### src/rtl/latch_write_seq.sv
// latch_write_seq: sequences writes into a bank of transparent data latches.
// Each accepted write drives the shared data bus, waits SETUP cycles, pulses
// the addressed gate for PULSE cycles, then holds the data for HOLD cycles.
// Optional feature (macro LATCH_WRITE_SEQ_CLEAR_EN): a clr_req in IDLE runs a
// CLEAR phase that drives clr_n_out low for PULSE cycles.
//
// Handshake: a write is accepted on a rising edge where in_valid && in_ready.
// in_ready is high only in IDLE (and, with the clear feature, only when no
// clear is requested); in_addr/in_data are sampled only on that edge and are
// ignored at all other times, so a held in_valid simply waits for IDLE.
module latch_write_seq #(
  parameter int WIDTH   = 8,
  parameter int N_LATCH = 3,
  parameter int SETUP   = 1,
  parameter int PULSE   = 2,
  parameter int HOLD    = 1
) (
  input  logic               clk,
  input  logic               rst,
  input  logic               in_valid,
  output logic               in_ready,
  input  logic [1:0]         in_addr,
  input  logic [WIDTH-1:0]   in_data,
  input  logic               clr_req,
  output logic [WIDTH-1:0]   d_out,
  output logic [N_LATCH-1:0] g_out,
  output logic               clr_n_out,
  output logic               busy,
  output logic               addr_err,
  output logic [2:0]         dbg_state
);

`ifdef LATCH_WRITE_SEQ_CLEAR_EN
  typedef enum logic [2:0] {
    ST_IDLE  = 3'd0,
    ST_SETUP = 3'd1,
    ST_GATE  = 3'd2,
    ST_HOLD  = 3'd3,
    ST_CLEAR = 3'd4
  } state_t;
`else
  typedef enum logic [2:0] {
    ST_IDLE  = 3'd0,
    ST_SETUP = 3'd1,
    ST_GATE  = 3'd2,
    ST_HOLD  = 3'd3
  } state_t;
`endif

  // Phase counters load "length - 1" so that a phase of n cycles ends at zero.
  localparam logic [3:0] SETUP_LD = 4'(SETUP - 1);
  localparam logic [3:0] PULSE_LD = 4'(PULSE - 1);
  localparam logic [3:0] HOLD_LD  = 4'(HOLD - 1);

  state_t               state_q;
  logic [3:0]           cnt_q;
  logic [WIDTH-1:0]     data_q;
  logic [1:0]           addr_q;
  logic                 bad_q;
  logic [N_LATCH-1:0]   gate_q;
  logic                 clr_n_q;
  logic                 addr_err_q;
  logic                 accept;
  logic                 addr_bad;

  // One-hot gate vector for a latch index; out-of-range indices give all zero.
  function automatic logic [N_LATCH-1:0] gate_for(input logic [1:0] a);
    logic [N_LATCH-1:0] g;
    g = '0;
    for (int i = 0; i < N_LATCH; i++) begin
      if (a == 2'(i)) g[i] = 1'b1;
    end
    return g;
  endfunction

  // Ready only in IDLE outside reset; a pending clear takes priority when enabled.
  always_comb begin
`ifdef LATCH_WRITE_SEQ_CLEAR_EN
    in_ready = (state_q == ST_IDLE) && !rst && !clr_req;
`else
    in_ready = (state_q == ST_IDLE) && !rst;
`endif
  end

  assign accept   = in_valid && in_ready;
  assign addr_bad = ({1'b0, in_addr} >= 3'(N_LATCH));

  // Sequencer: state, phase counter and all registered outputs.
  always_ff @(posedge clk or posedge rst) begin
    if (rst) begin
      state_q    <= ST_IDLE;
      cnt_q      <= 4'd0;
      data_q     <= '0;
      addr_q     <= 2'd0;
      bad_q      <= 1'b0;
      gate_q     <= '0;
      clr_n_q    <= 1'b0;
      addr_err_q <= 1'b0;
    end else begin
      // Clear is released on the first edge out of reset and whenever not clearing.
      clr_n_q    <= 1'b1;
      addr_err_q <= 1'b0;
      case (state_q)
        ST_IDLE: begin
`ifdef LATCH_WRITE_SEQ_CLEAR_EN
          if (clr_req) begin
            state_q <= ST_CLEAR;
            cnt_q   <= PULSE_LD;
            clr_n_q <= 1'b0;
          end else
`endif
          if (accept) begin
            state_q    <= ST_SETUP;
            cnt_q      <= SETUP_LD;
            data_q     <= in_data;
            addr_q     <= in_addr;
            bad_q      <= addr_bad;
            addr_err_q <= addr_bad;
          end
        end
        ST_SETUP: begin
          if (cnt_q == 4'd0) begin
            state_q <= ST_GATE;
            cnt_q   <= PULSE_LD;
            gate_q  <= bad_q ? '0 : gate_for(addr_q);
          end else begin
            cnt_q <= cnt_q - 4'd1;
          end
        end
        ST_GATE: begin
          if (cnt_q == 4'd0) begin
            state_q <= ST_HOLD;
            cnt_q   <= HOLD_LD;
            gate_q  <= '0;
          end else begin
            cnt_q <= cnt_q - 4'd1;
          end
        end
        ST_HOLD: begin
          if (cnt_q == 4'd0) begin
            state_q <= ST_IDLE;
          end else begin
            cnt_q <= cnt_q - 4'd1;
          end
        end
`ifdef LATCH_WRITE_SEQ_CLEAR_EN
        ST_CLEAR: begin
          if (cnt_q == 4'd0) begin
            state_q <= ST_IDLE;
          end else begin
            cnt_q   <= cnt_q - 4'd1;
            clr_n_q <= 1'b0;
          end
        end
`endif
        default: begin
          state_q <= ST_IDLE;
          cnt_q   <= 4'd0;
          gate_q  <= '0;
        end
      endcase
    end
  end

  assign d_out     = data_q;
  assign g_out     = gate_q;
  assign clr_n_out = clr_n_q;
  assign busy      = (state_q != ST_IDLE);
  assign addr_err  = addr_err_q;
  assign dbg_state = state_q;

endmodule

### config.mk
export PLATFORM = sky130hd
export DESIGN_NAME = latch_write_seq
export DESIGN_NICKNAME = d
export VERILOG_FILES = /design/src/rtl/latch_write_seq.sv
export SDC_FILE = /design/constraint.sdc
export NUM_CORES = 1
export LEC_CHECK = 0
export CORE_UTILIZATION = 40
export CTS_BUF_LIST = sky130_fd_sc_hd__clkbuf_16
export DETAILED_ROUTE_END_ITERATION = 8
export HOLD_SLACK_MARGIN = 0.15
export PLACE_DENSITY = 0.77
export SYNTH_ARGS = -nofsm -noshare
export SYNTH_HDL_FRONTEND = slang
export SYNTH_SLANG_ARGS = --single-unit
### constraint.sdc
create_clock -name clk -period 3.8 [get_ports clk]
set_input_delay 0.57 -clock clk [delete_from_list [all_inputs] [get_ports clk]]
set_output_delay 0.57 -clock clk [all_outputs]
set_load 0.005 [all_outputs]
==> reports/qor.txt <==
CP Data Arrival Time: 1.76 ns
Worst Max-Slew Pin Slew: 0.510 ns
Vias in the first global route: 794
Boundary pin count: 32
Synth Area in Simple Gates: 14.5%
Total clock sinks: 22
Final net count: 150
Post-synthesis adder-cell area fraction: 7.93%
Htree depth: 1
Fin crit share: 61.2%
Cts bufs inserted: 3
Final Wtd Congestion: 0.946
EDFF count, synth: 0
Synth Net Count: 117
Die Y-Extent: 54.6 um
Full die area: 2980 um^2
Setup slack, reg-to-reg: 1.92 ns
Largest buffer count on any clock path: 2
Diode count: 0
Post-CTS resize count: 0
Worst-Skew Late Latency: 0.25 ns
Cell taking the most area after synthesis: dfrtp_1
Setup TNS: 0 ns
Critical path's top delay family: buffers and inverters
Max Slew Vio Count: 0
Grt total ovfl: 0
Critical path endpoint category: primary output
Crit-path cells: clkdlybuf4s50_1 -> and2b_1 -> clkdlybuf4s50_1
Power per cell area: 815 nW/um^2
WS Path Type: in2out
Cell Area, Synth: 1100 um^2
Antenna violations before repair: 0
Post-detailed-route count of antenna-violating nets: 0
Crit path buf inv count: 2
Crit-path max cell delay: 0.51 ns
Port Buffers: 29
Post-synth ARST share: 100%
Largest family of logic cells by synthesized area: simple AND/OR/NAND/NOR gates
CTS tree: done
Post-detail-place hpwl: 1.62 mm
Share of cells above drive strength 1: 12.5%
Post-DR vias/cell: 5.32
Clk_skew: 0.00181 ns
WHS: 0.469 ns
Slowest-stage cell, CP: clkdlybuf4s50_1
Synth warn: 0
Final setup fails: 0
Hold Path Class: reg2reg
RSZ-0062 raised after global routing: no
Most frequent cell after synthesis: dfrtp_1
Highest clock rate: 0.430 GHz
Rel. slew slack: 65.9%
Synth Instances: 96
Post-Synth XOR/XNOR Area: 0%
Hold buffer count at cts: 0
Area contributors post-synth: dfrtp_1 50%, mux2_1 9.2%, ha_1 7.9%, nand2_1 3.1%, o41ai_2 2.9%
Cell variety after synth: 29
Initial DRC Count: 14
Routed WL per cell: 13.4 um
Site Rows: 18
First-pass GRT wire length: 3.41 mm
CP Launch Type: input pin
Status: completed
VDD IR max: 463 uV
Synth Area in Compound Gates: 12.1%
Largest net degree at the start of global routing: 24
Mux cell area share after synthesis: 11.2%
Die width: 54.6 um
Core ar.: 2540 um^2
Post-synth top area share: 49.8%
Overall Global Routing Usage: 16.0%
Crit path top cell by count: clkdlybuf4s50_1
Leak pwr: 0.681 nW
Crit-path max FO: 3
Initial Utilization: 43.4%
Layout area overhead: 38.5%
Post-synthesis sequential area ratio: 49.8%
Ys flop type: dfrtp_1
Detailed-route wire length: 2.12 mm
Final Hold Fails: 0
FF+latch count, synth: 22
Fin crit period: 2.33 ns
Drt first pass iters: 4
Clock transition at the registers of the reported paths: 0.06 ns
Via Count: 840
# DRC: 0
Clock root buffer: clkbuf_16
Commonest cells post-synth: 22 x dfrtp_1, 9 x mux2_1, 9 x nand2_1
Maximum Capacitance Violations: 0
Total power: 0.00125 W
Required time worst endpoint: 3.23 ns
Synthesized area per cell: 11.5 um^2
Post-CTS Setup Repair Bufs: 0
-- cell type report --
cell class,instances,area [um^2]
clock buffers,3,75.1
clock inverters,1,30.0
fillers,211,1010
inverters,7,26.3
multi-input cells,65,513
flip-flops and latches,22,551
well taps,30,37.5
repair buffers,30,298
-- through the flow --
stage | util [%] | instances | worst slack (ns) | area, um^2
6_report | 60.1 | 158 | 1.47 | 1530
5_1_grt | 60.1 | 158 | 1.41 | 1530
4_1_cts | 60.1 | 158 | 1.47 | 1530
3_5_place_dp | 56.0 | 154 | 1.48 | 1430
3_3_place_gp | 56.0 | 154 | 1.50 | 1430
2_1_floorplan | - | 96 | 1.93 | 1100
-- registers in the layout, indices dropped and copies added, names as in the netlist --
register,count
addr_err,1
addr_q,2
bad_q,1
clr_n_out,1
cnt_q,4
d_out,8
dbg_state,2
g_out,3
-- cells in the final DEF (no fill, tap or decap), types with 2 or more instances in the layout --
| master | count |
|---|---|
| clkdlybuf4s50_1 | 29 |
| ha_1 | 7 |
| inv_1 | 7 |
| nor2_1 | 7 |
| conb_1 | 2 |
| nand2_1 | 9 |
| o21ai_0 | 5 |
| o41ai_2 | 2 |
| o31ai_1 | 3 |
| mux2_2 | 2 |
| mux2_1 | 9 |
| nand2b_1 | 2 |
| dfrtp_1 | 22 |
| clkbuf_16 | 3 |
| nor4_1 | 2 |
-- logic make-up (layout without fill, tap and decap cells) --
kind of cell / after synthesis / in the layout
AOI/OAI and AO/OA: 17 / 17
adders and majority gates: 7 / 7
buffers and inverters: 9 / 41
DFF: 22 / 22
muxes: 11 / 11
other: 2 / 2
and+or+nand+nor: 28 / 28
-- power by group --
group / internal [W] / switching (W) / leakage [nW]
clock: 0.000209 / 0.0000830 / 0.0511
sequential: 0.000326 / 0.0000638 / 0.277
combinational: 0.000304 / 0.000261 / 0.352
-- final timing paths --
path,startpoint,to,cells after the start
max in group asynchronous,rst,cnt_q[1],3
worst min register to register,bad_q,bad_q,1
min in group asynchronous,rst,dbg_state[0],3
worst min-delay path,bad_q,bad_q,1
worst max-delay path,rst,in_ready,3
worst max register to register,dbg_state[0],d_out[2],5
-- worst register-to-register path, delay by kind of cell, from the launching register on --
family | cells | cell delay, ns
flops | 1 | 0.40
simple gates | 2 | 0.60
fa+ha+maj | 1 | 0.25
buf+inv | 1 | 0.11
mux | 1 | 0.40
-- routing by layer --
layer	global-route usage, %	routed length, um	up-vias
met5	0	0	-
met1	20.2	944	409
met3	4.44	160	0
met4	2.56	0	0
li1	-	-	399
met2	27.4	1020	32
(Power assumes the default switching activity.)
